--- src/rtl/msrv_32_dmem_arbiter_if.sv ---
// Load/store-unit and AHB-lite data-memory signals of the msrv_32 data-memory arbiter.
// The arbiter uses the slave modport. The load/store units and memory side use the master modport.
interface msrv_32_dmem_arbiter_if;
    logic        ld_req_in;
    logic [31:0] ld_addr_in;
    logic        st_req_in;
    logic [31:0] st_addr_in;
    logic [31:0] st_data_in;
    logic [3:0]  st_mask_in;
    logic        ahb_ready_in;
    logic        ahb_resp_in;
    logic [31:0] ahb_rdata_in;
    logic [1:0]  ahb_htrans_out;
    logic [31:0] ms_riscv32_mp_dmadder_out;
    logic        ms_riscv32_mp_dmwr_req_out;
    logic [31:0] ms_riscv32_mp_dmdata_out;
    logic [3:0]  ms_riscv32_mp_dmwr_mask_out;
    logic        ld_ack_out;
    logic [31:0] ld_rdata_out;
    logic        st_ack_out;
    logic        err_out;
    logic        busy_out;

    modport slave (
        input  ld_req_in, ld_addr_in, st_req_in, st_addr_in, st_data_in, st_mask_in,
        input  ahb_ready_in, ahb_resp_in, ahb_rdata_in,
        output ahb_htrans_out, ms_riscv32_mp_dmadder_out, ms_riscv32_mp_dmwr_req_out,
        output ms_riscv32_mp_dmdata_out, ms_riscv32_mp_dmwr_mask_out,
        output ld_ack_out, ld_rdata_out, st_ack_out, err_out, busy_out
    );

    modport master (
        output ld_req_in, ld_addr_in, st_req_in, st_addr_in, st_data_in, st_mask_in,
        output ahb_ready_in, ahb_resp_in, ahb_rdata_in,
        input  ahb_htrans_out, ms_riscv32_mp_dmadder_out, ms_riscv32_mp_dmwr_req_out,
        input  ms_riscv32_mp_dmdata_out, ms_riscv32_mp_dmwr_mask_out,
        input  ld_ack_out, ld_rdata_out, st_ack_out, err_out, busy_out
    );
endinterface

--- src/rtl/msrv_32_dmem_arbiter.sv ---
// Shares the msrv_32 AHB-lite data port between the load and store units.
// Each transfer has a non-overlapped address phase and data phase.
// Define MSRV32_DMEM_TIMEOUT_EN to abort a phase that waits TIMEOUT_CYCLES cycles.
module msrv_32_dmem_arbiter #(
    parameter int unsigned FIXED_PRI      = 0,
    parameter int unsigned TIMEOUT_CYCLES = 16
) (
    input  logic                          ms_riscv32_mp_clk_in,
    input  logic                          ms_riscv32_mp_rst_in,
    msrv_32_dmem_arbiter_if.slave         bus
);

    typedef enum logic [1:0] {StIdle, StAddr, StData} state_e;

    localparam logic [1:0] HtransIdle   = 2'b00;
    localparam logic [1:0] HtransNonseq = 2'b10;

    if (TIMEOUT_CYCLES < 1 || TIMEOUT_CYCLES > 255) begin : g_bad_timeout
        $error("TIMEOUT_CYCLES must lie in 1..255");
    end

    state_e      state_q;
    logic        last_st_q;
    logic        gnt_st_q;
    logic [31:0] wdata_lat_q;
    logic [3:0]  mask_lat_q;
    logic [1:0]  htrans_q;
    logic [31:0] haddr_q;
    logic        hwrite_q;
    logic [31:0] hwdata_q;
    logic [3:0]  hmask_q;
    logic        ld_ack_q;
    logic        st_ack_q;
    logic        err_q;
    logic [31:0] ld_rdata_q;
    logic        busy_q;

    logic pick_st;
    logic data_done;
    logic timeout_hit;
    logic xfer_end;
    logic xfer_err;

    // Round-robin favours the unit not served last; fixed priority always favours the load.
    assign pick_st = bus.st_req_in &&
                     (!bus.ld_req_in || (FIXED_PRI == 0 && !last_st_q));

    assign data_done = (state_q == StData) && bus.ahb_ready_in;

`ifdef MSRV32_DMEM_TIMEOUT_EN
    localparam logic [7:0] TimeoutLimit = 8'(TIMEOUT_CYCLES);

    logic [7:0] wait_cnt_q;

    // The wait that takes the count to TimeoutLimit is the one that aborts.
    assign timeout_hit = (state_q == StAddr || state_q == StData) && !bus.ahb_ready_in &&
                         (wait_cnt_q == TimeoutLimit - 8'd1);

    always_ff @(posedge ms_riscv32_mp_clk_in or negedge ms_riscv32_mp_rst_in) begin
        if (!ms_riscv32_mp_rst_in) begin
            wait_cnt_q <= 8'd0;
        end else if (state_q == StIdle || bus.ahb_ready_in) begin
            wait_cnt_q <= 8'd0;
        end else begin
            wait_cnt_q <= wait_cnt_q + 8'd1;
        end
    end
`else
    assign timeout_hit = 1'b0;
`endif

    assign xfer_end = data_done || timeout_hit;
    assign xfer_err = (data_done && bus.ahb_resp_in) || timeout_hit;

    always_ff @(posedge ms_riscv32_mp_clk_in or negedge ms_riscv32_mp_rst_in) begin
        if (!ms_riscv32_mp_rst_in) begin
            state_q     <= StIdle;
            last_st_q   <= 1'b1;
            gnt_st_q    <= 1'b0;
            wdata_lat_q <= 32'd0;
            mask_lat_q  <= 4'd0;
            htrans_q    <= HtransIdle;
            haddr_q     <= 32'd0;
            hwrite_q    <= 1'b0;
            hwdata_q    <= 32'd0;
            hmask_q     <= 4'd0;
            ld_ack_q    <= 1'b0;
            st_ack_q    <= 1'b0;
            err_q       <= 1'b0;
            ld_rdata_q  <= 32'd0;
            busy_q      <= 1'b0;
        end else begin
            ld_ack_q <= 1'b0;
            st_ack_q <= 1'b0;
            err_q    <= 1'b0;
            case (state_q)
                StIdle: begin
                    if (bus.ld_req_in || bus.st_req_in) begin
                        gnt_st_q    <= pick_st;
                        last_st_q   <= pick_st;
                        wdata_lat_q <= pick_st ? bus.st_data_in : 32'd0;
                        mask_lat_q  <= pick_st ? bus.st_mask_in : 4'd0;
                        htrans_q    <= HtransNonseq;
                        haddr_q     <= pick_st ? bus.st_addr_in : bus.ld_addr_in;
                        hwrite_q    <= pick_st;
                        busy_q      <= 1'b1;
                        state_q     <= StAddr;
                    end
                end
                StAddr: begin
                    if (bus.ahb_ready_in) begin
                        htrans_q <= HtransIdle;
                        hwdata_q <= wdata_lat_q;
                        hmask_q  <= mask_lat_q;
                        state_q  <= StData;
                    end
                end
                StData: begin
                    if (bus.ahb_ready_in && !gnt_st_q) begin
                        ld_rdata_q <= bus.ahb_rdata_in;
                    end
                end
                default: state_q <= StIdle;
            endcase

            // Common completion path for both a normal data phase and a timeout abort.
            if (xfer_end) begin
                htrans_q <= HtransIdle;
                hwrite_q <= 1'b0;
                hwdata_q <= 32'd0;
                hmask_q  <= 4'd0;
                ld_ack_q <= !gnt_st_q;
                st_ack_q <= gnt_st_q;
                err_q    <= xfer_err;
                busy_q   <= 1'b0;
                state_q  <= StIdle;
            end
        end
    end

    assign bus.ahb_htrans_out              = htrans_q;
    assign bus.ms_riscv32_mp_dmadder_out   = haddr_q;
    assign bus.ms_riscv32_mp_dmwr_req_out  = hwrite_q;
    assign bus.ms_riscv32_mp_dmdata_out    = hwdata_q;
    assign bus.ms_riscv32_mp_dmwr_mask_out = hmask_q;
    assign bus.ld_ack_out                  = ld_ack_q;
    assign bus.ld_rdata_out                = ld_rdata_q;
    assign bus.st_ack_out                  = st_ack_q;
    assign bus.err_out                     = err_q;
    assign bus.busy_out                    = busy_q;

endmodule

--- src/flat_wrapper.sv ---
// flat-port wrapper written by rule: the top's interface ports become plain ports
module msrv_32_dmem_arbiter_flat 
#(
    parameter int unsigned FIXED_PRI      = 0,
    parameter int unsigned TIMEOUT_CYCLES = 16
)
  (ms_riscv32_mp_clk_in, ms_riscv32_mp_rst_in, bus_ld_req_in, bus_ld_addr_in, bus_st_req_in, bus_st_addr_in, bus_st_data_in, bus_st_mask_in, bus_ahb_ready_in, bus_ahb_resp_in, bus_ahb_rdata_in, bus_ahb_htrans_out, bus_ms_riscv32_mp_dmadder_out, bus_ms_riscv32_mp_dmwr_req_out, bus_ms_riscv32_mp_dmdata_out, bus_ms_riscv32_mp_dmwr_mask_out, bus_ld_ack_out, bus_ld_rdata_out, bus_st_ack_out, bus_err_out, bus_busy_out);
  msrv_32_dmem_arbiter_if bus_i ();
  input  logic ms_riscv32_mp_clk_in;
  input  logic ms_riscv32_mp_rst_in;
  input wire logic [$bits(bus_i.ld_req_in)-1:0] bus_ld_req_in;
  input wire logic [$bits(bus_i.ld_addr_in)-1:0] bus_ld_addr_in;
  input wire logic [$bits(bus_i.st_req_in)-1:0] bus_st_req_in;
  input wire logic [$bits(bus_i.st_addr_in)-1:0] bus_st_addr_in;
  input wire logic [$bits(bus_i.st_data_in)-1:0] bus_st_data_in;
  input wire logic [$bits(bus_i.st_mask_in)-1:0] bus_st_mask_in;
  input wire logic [$bits(bus_i.ahb_ready_in)-1:0] bus_ahb_ready_in;
  input wire logic [$bits(bus_i.ahb_resp_in)-1:0] bus_ahb_resp_in;
  input wire logic [$bits(bus_i.ahb_rdata_in)-1:0] bus_ahb_rdata_in;
  output wire logic [$bits(bus_i.ahb_htrans_out)-1:0] bus_ahb_htrans_out;
  output wire logic [$bits(bus_i.ms_riscv32_mp_dmadder_out)-1:0] bus_ms_riscv32_mp_dmadder_out;
  output wire logic [$bits(bus_i.ms_riscv32_mp_dmwr_req_out)-1:0] bus_ms_riscv32_mp_dmwr_req_out;
  output wire logic [$bits(bus_i.ms_riscv32_mp_dmdata_out)-1:0] bus_ms_riscv32_mp_dmdata_out;
  output wire logic [$bits(bus_i.ms_riscv32_mp_dmwr_mask_out)-1:0] bus_ms_riscv32_mp_dmwr_mask_out;
  output wire logic [$bits(bus_i.ld_ack_out)-1:0] bus_ld_ack_out;
  output wire logic [$bits(bus_i.ld_rdata_out)-1:0] bus_ld_rdata_out;
  output wire logic [$bits(bus_i.st_ack_out)-1:0] bus_st_ack_out;
  output wire logic [$bits(bus_i.err_out)-1:0] bus_err_out;
  output wire logic [$bits(bus_i.busy_out)-1:0] bus_busy_out;
  assign bus_i.ld_req_in = bus_ld_req_in;
  assign bus_i.ld_addr_in = bus_ld_addr_in;
  assign bus_i.st_req_in = bus_st_req_in;
  assign bus_i.st_addr_in = bus_st_addr_in;
  assign bus_i.st_data_in = bus_st_data_in;
  assign bus_i.st_mask_in = bus_st_mask_in;
  assign bus_i.ahb_ready_in = bus_ahb_ready_in;
  assign bus_i.ahb_resp_in = bus_ahb_resp_in;
  assign bus_i.ahb_rdata_in = bus_ahb_rdata_in;
  assign bus_ahb_htrans_out = bus_i.ahb_htrans_out;
  assign bus_ms_riscv32_mp_dmadder_out = bus_i.ms_riscv32_mp_dmadder_out;
  assign bus_ms_riscv32_mp_dmwr_req_out = bus_i.ms_riscv32_mp_dmwr_req_out;
  assign bus_ms_riscv32_mp_dmdata_out = bus_i.ms_riscv32_mp_dmdata_out;
  assign bus_ms_riscv32_mp_dmwr_mask_out = bus_i.ms_riscv32_mp_dmwr_mask_out;
  assign bus_ld_ack_out = bus_i.ld_ack_out;
  assign bus_ld_rdata_out = bus_i.ld_rdata_out;
  assign bus_st_ack_out = bus_i.st_ack_out;
  assign bus_err_out = bus_i.err_out;
  assign bus_busy_out = bus_i.busy_out;
  msrv_32_dmem_arbiter #(.FIXED_PRI(FIXED_PRI), .TIMEOUT_CYCLES(TIMEOUT_CYCLES)) u_core (.ms_riscv32_mp_clk_in(ms_riscv32_mp_clk_in), .ms_riscv32_mp_rst_in(ms_riscv32_mp_rst_in), .bus(bus_i));
endmodule
--- config.mk ---
export PLATFORM = sky130hd
export DESIGN_NAME = msrv_32_dmem_arbiter_flat
export DESIGN_NICKNAME = d
export VERILOG_FILES = /design/src/rtl/msrv_32_dmem_arbiter_if.sv /design/src/rtl/msrv_32_dmem_arbiter.sv /design/src/flat_wrapper.sv
export SDC_FILE = /design/constraint.sdc
export NUM_CORES = 1
export LEC_CHECK = 0
export BUFFER_PORTS_ARGS = -buffer_cell sky130_fd_sc_hd__buf_2
export CORE_ASPECT_RATIO = 2
export CORE_MARGIN = 2
export CORE_UTILIZATION = 48
export CTS_CLUSTER_SIZE = 10
export DETAILED_ROUTE_END_ITERATION = 10
export GPL_TIMING_DRIVEN = 0
export PLACE_DENSITY_LB_ADDON = 0.1
export SYNTH_ARGS = -nofsm -noshare
export SYNTH_HDL_FRONTEND = slang
export SYNTH_SLANG_ARGS = --single-unit
--- constraint.sdc ---
create_clock -name ms_riscv32_mp_clk_in -period 2.1 [get_ports ms_riscv32_mp_clk_in]
set_input_delay 0.42 -clock ms_riscv32_mp_clk_in [delete_from_list [all_inputs] [get_ports ms_riscv32_mp_clk_in]]
set_output_delay 0.42 -clock ms_riscv32_mp_clk_in [all_outputs]
set_load 0.01 [all_outputs]
# Word-level counts from Yosys, hierarchy flattened
# Index checks and enable logic that the tools add are counted.
dict set report word_totals {
  regBits 147
  input_bits 138
  out_inout_bits 107
  wordCells 67
}
dict set report op_classes {
  n_eq_ne 5
  mux 26
  n_reduce_logical 21
}
# op count
set op_table {}
lappend op_table {{two-way mux 32 bit} 5}
lappend op_table {{two-way mux 4 bit} 4}
lappend op_table {{two-way mux 2 bit} 6}
lappend op_table {{two-way mux 1 bit} 9}
lappend op_table {{AND reduction 2 bit} 4}
lappend op_table {{nonzero test 2 bit} 4}
lappend op_table {{one-hot mux 2 bit (3 select lines)} 1}
lappend op_table {{AND reduction 3 bit} 2}
lappend op_table {{logical AND 1 bit} 4}
lappend op_table {{one-hot mux 2 bit (2 select lines)} 1}
lappend op_table {{logical NOT 1 bit} 3}
lappend op_table {{inequality test 3 x 1 -> 1 bit (second input constant)} 1}
lappend op_table {{inequality test 3 x 2 -> 1 bit (second input constant)} 1}
lappend op_table {{nonzero test 3 bit} 1}
lappend op_table {{== test 2 x 1 -> 1 bit (second input constant)} 1}
lappend op_table {{== test 2 bit (second input constant)} 1}
lappend op_table {{logical NOT 2 bit} 1}
lappend op_table {{logical OR 1 bit} 2}
lappend op_table {{inequality test 2 x 1 -> 1 bit (second input constant)} 1}

# Logic depth before layout (Yosys ltp)
dict set report logic_depth {
  ltp_word 6
  ltp_mapped 5
  depth_no_buf 3
}

# Worst setup path after synthesis
# Ideal clock, no wire load.
dict set report synth_path {
  kind {in2reg}
  start {input port bus_st_req_in}
  end {register u_core.haddr_q[11], in the netlist u_core.bus.ms_riscv32_mp_dmadder_out[11]}
  setup_ns 0.125
  arrival_ns 1.385
  required_ns 1.975
  slack_ns 0.591
  path_stages 4
  path_buffers 1
  cell_sequence {a21boi_4 > buf_6 > mux2_4 > mux2_2}
}
dict set report synth_between {
  elab_chain_cells 2
  word_cells_on_any_way 4
  classes_between {mux: 1; reduce/logical: 3}
}
# item line_no
set synth_rtl {}
lappend synth_rtl {{start: declaration} flat_wrapper.sv:13} ;# input wire logic [$bits(bus_i.st_req_in)-1:0] bus_st_req_in;
lappend synth_rtl {{logical AND 1 bit or logical OR 1 bit (tied branches)} {msrv_32_dmem_arbiter.sv:45, msrv_32_dmem_arbiter.sv:98}}
lappend synth_rtl {{two-way mux 32 bit or AND reduction 2 bit (tied branches)} n/a}
lappend synth_rtl {{end signal: assignment} msrv_32_dmem_arbiter.sv:104} ;# haddr_q <= pick_st ? bus.st_addr_in : bus.ld_addr_in;
lappend synth_rtl {{end: declaration} msrv_32_dmem_arbiter.sv:28} ;# logic [31:0] haddr_q;
# Parallel ways exist; a longest one is shown, timed or not.
# A chain may end at the register's enable or synchronous reset.

# Worst setup path in the final report
dict set report layout_path {
  start {register u_core.state_q[0]}
  end {register u_core.ld_rdata_q[21], in the netlist u_core.bus.ld_rdata_out[21]}
}
dict set report layout_between {
  elab_chain_cells 2
}
# item line_no
set layout_rtl {}
lappend layout_rtl {{start: declaration} msrv_32_dmem_arbiter.sv:22} ;# state_e state_q;
lappend layout_rtl {{start signal: assignment} msrv_32_dmem_arbiter.sv:77} ;# state_q <= StIdle;
lappend layout_rtl {{start signal: assignment} msrv_32_dmem_arbiter.sv:107} ;# state_q <= StAddr;
lappend layout_rtl {{start signal: assignment} msrv_32_dmem_arbiter.sv:115} ;# state_q <= StData;
lappend layout_rtl {{== test 2 bit} msrv_32_dmem_arbiter.sv:96} ;# case (state_q)
lappend layout_rtl {{AND reduction 2 bit (no source line)} n/a}
lappend layout_rtl {{end signal: assignment} msrv_32_dmem_arbiter.sv:120} ;# ld_rdata_q <= bus.ahb_rdata_in;
lappend layout_rtl {{end: declaration} msrv_32_dmem_arbiter.sv:35} ;# logic [31:0] ld_rdata_q;
# No other way between the ends.

==> results.toml <==
[clock_tree]
cts_root_buf = "clkbuf_16"
cts_max_level = 4
cts_tree = "built"
clk_latency_ns = 0.41
post_cts_buffers = 0
clk_path_buf_depth = 2
cts_hold_buf = 0
clk_pin_slew_ns = 0.06
cts_resized = 0
numCtsBuffers = 17
clock-sinks = 146

[yosys]
yosysTopAreaCell = "dfrtp_1"
syn_area_per_cell_sq_um = 15.9
yosysUniqueCellTypes = 30
synth_top_area_share = 0.624
yosys_register_bits = 146
yosysWarnings = 0
synth_area_leaders = "dfrtp_1 (62%), mux2_2 (13%), a22o_1 (11%)"
synth_nets = 505
synth.yosys.seq_area_share = 0.628
syn_inst = 367
syn_area_sq_um = 5820

[timing]
tightestPinTransition_ns = 0.641
post-route-min-period_ns = 1.72
setup_viol = 0
final-hold-violation-count = 0
clock.fmax_mhz = 582
skew_ns = 0.00891
holdWs_ns = 0.0140
min_period_over_period = 0.818
rsz0062_at_grt = "no"
maxSlewViolCount = 0
maxSlewHeadroom = 0.572
layout_setup_ws_ns = 0.382

[die]
fp-row-count = 56
core_sq_um = 11800
die_y_um = 160
start_util = 0.494
fp.dieW_um = 81.9
top_level_ports = 245
dieArea_sq_um = 13100

[placed_design]
dpl.cell_count = 756
port_buffers = 243
pre_cts_ws_ns = 0.305
dp_hpwl_um = 10300
globalplace.congestion = 0.741

[global_routing]
antenna_found_initial = 0
grt_pass1_vias = 4333
grt_pass1_wl_um = 21900
grt_max_degree = 78
grt.overflow.total = 0
track_usage = 0.221

[pwr]
p_switching_mw = 3.98
combPwrFrac = 0.359
p_per_area_nw_per_um2 = 1570
p_leak_nw = 4.11
p_seq_frac = 0.388
internal_power_mw = 8.40
clock_power_share = 0.253
swShare = 0.322
ir_worst_vdd_mv = 0.915
total_power_mw = 12.4

[detailed_routing]
drt_wl_total_um = 13800
wl_per_cell_um = 17.6
via_per_inst = 5.22
drtAntennaViolNets = 0
dr_wl_met3_um = 959
route.detailed.drc = 0
vias = 4102
drt-initial-drc-count = 140
routed-wl-met2_um = 7360
drt-met1-wl_um = 5080
highest_layer = "met4"
drt_pass1_iterations = 4

[layout]
mostFrequentLayoutCells = "buf_2 (254), dfrtp_1 (145), a22o_1 (72)"
drive_gt1_frac = 0.612
area_growth_pct = 35.1
final_util = 0.668
final_cells = 786
diodes = 0
final_common_cell = "buf_2"
nets = 768

[setup_path]
rr_startpoint = "u_core.state_q[0]"
r2r_slack_ns = 0.38
worstPathArrival_ns = 2.00
worstPathRequired_ns = 2.39
crit_fanout = 10
cp-start-kind = "flop"
r2r-end = "u_core.bus.ld_rdata_out[21]"
r2r_cells = 4
worst_setup_path_end_kind = "flop"
critPathKind = "reg -> reg"

[job]
drv_cap = 0

[outcome]
status = "finished, final reports clean"

[worst_hold_path]
worstHoldPathType = "in -> async"
layout make-up:
cell class / count / area, sq um
buffer: 25 / 169
clock buffer: 18 / 429
clock inverter: 12 / 184
fill: 908 / 3910
multi-input combinational: 196 / 1990
sequential: 146 / 3650
tap: 145 / 181
timing repair buffer: 244 / 1250
power groups by stage:
stage | Combinational, mW | Clock, mW | Sequential, mW
detailed placement | 4.52 | 0 | 4.82
floorplan | 2.23 | 0 | 5.25
global placement | 4.39 | 0 | 4.77
CTS | 4.53 | 3.19 | 4.80
finish | 4.44 | 3.13 | 4.80
global route | 4.83 | 3.32 | 4.97
how the worst max path moves through the flow:
stage / from / to / slack [ns] / depth (start not counted)
after floorplan: bus_st_req_in / u_core.bus.ms_riscv32_mp_dmadder_out[11] / 0.59 / 4
after global placement: ms_riscv32_mp_rst_in / u_core.wdata_lat_q[24] / -1.32 / 1
final: u_core.state_q[0] / u_core.bus.ld_rdata_out[21] / 0.38 / 4
after CTS: u_core.state_q[0] / u_core.bus.ld_rdata_out[21] / 0.35 / 4
after global routing: u_core.state_q[0] / u_core.bus.ld_rdata_out[4] / 0.31 / 4
after detailed placement: bus_st_req_in / u_core.bus.ms_riscv32_mp_dmadder_out[11] / 0.30 / 5
worst max-delay path: stages (launching register included):
cell and delay, ns:
dfrtp_1 0.43, nand3b_1 0.23, nor2_2 0.31, buf_4 0.26, mux2_2 0.36
registers in the layout (all words and copies together) (netlist names):
name / flops
u_core.gnt_st_q: 1
u_core.wdata_lat_q: 32
u_core.bus.ld_ack_out: 1
u_core.state_q: 2
u_core.bus.ms_riscv32_mp_dmwr_mask_out: 4
u_core.bus.ld_rdata_out: 32
u_core.last_st_q: 1
u_core.bus.busy_out: 1
u_core.bus.ahb_htrans_out: 1
u_core.bus.ms_riscv32_mp_dmwr_req_out: 1
u_core.bus.err_out: 1
u_core.mask_lat_q: 4
u_core.bus.ms_riscv32_mp_dmadder_out: 32
u_core.bus.st_ack_out: 1
u_core.bus.ms_riscv32_mp_dmdata_out: 32
cell families after synthesis:
family	synth area share
AO/OA/AOI/OAI	0.119
buffers and inverters	0.0290
flip-flops	0.628
multiplexers	0.201
other	0.000645
AND/OR/NAND/NOR	0.0226
cells in the mapped netlist:
| master | number |
|---|---|
| mux2_4 | 23 |
| buf_6 | 6 |
| clkbuf_1 | 3 |
| and3b_1 | 2 |
| a21boi_4 | 1 |
| nor3b_1 | 1 |
| mux2_1 | 5 |
| dfstp_2 | 1 |
| and2_1 | 2 |
| and3_1 | 1 |
| mux2_2 | 68 |
| nand2_1 | 3 |
| a21o_1 | 3 |
| nand2b_1 | 1 |
| nor2_1 | 2 |
| buf_2 | 12 |
| nor2_4 | 1 |
| or2_2 | 1 |
| conb_1 | 1 |
| buf_4 | 4 |
| nor2_8 | 1 |
| a21oi_1 | 1 |
| nor2_2 | 1 |
| o21ai_1 | 1 |
| or2_1 | 1 |
| o21ai_0 | 2 |
| nand3b_1 | 1 |
| dfrtp_1 | 145 |
| a22o_1 | 72 |
| nand3_1 | 1 |
through the flow:
step	setup TNS, ns	instance area (sq um)
after floorplan	0	5820
after global placement	-189.78	7220
after detailed placement	0	7250
after CTS	0	7860
after global routing	0	7860
final	0	7860
metal layers:
metal | global-route usage | up-vias
li1 | - | 1881
met1 | 0.248 | 2018
met2 | 0.382 | 173
met3 | 0.0565 | 30
met4 | 0.100 | 0
met5 | 0 | -
Power figures use the tool's default switching activity.
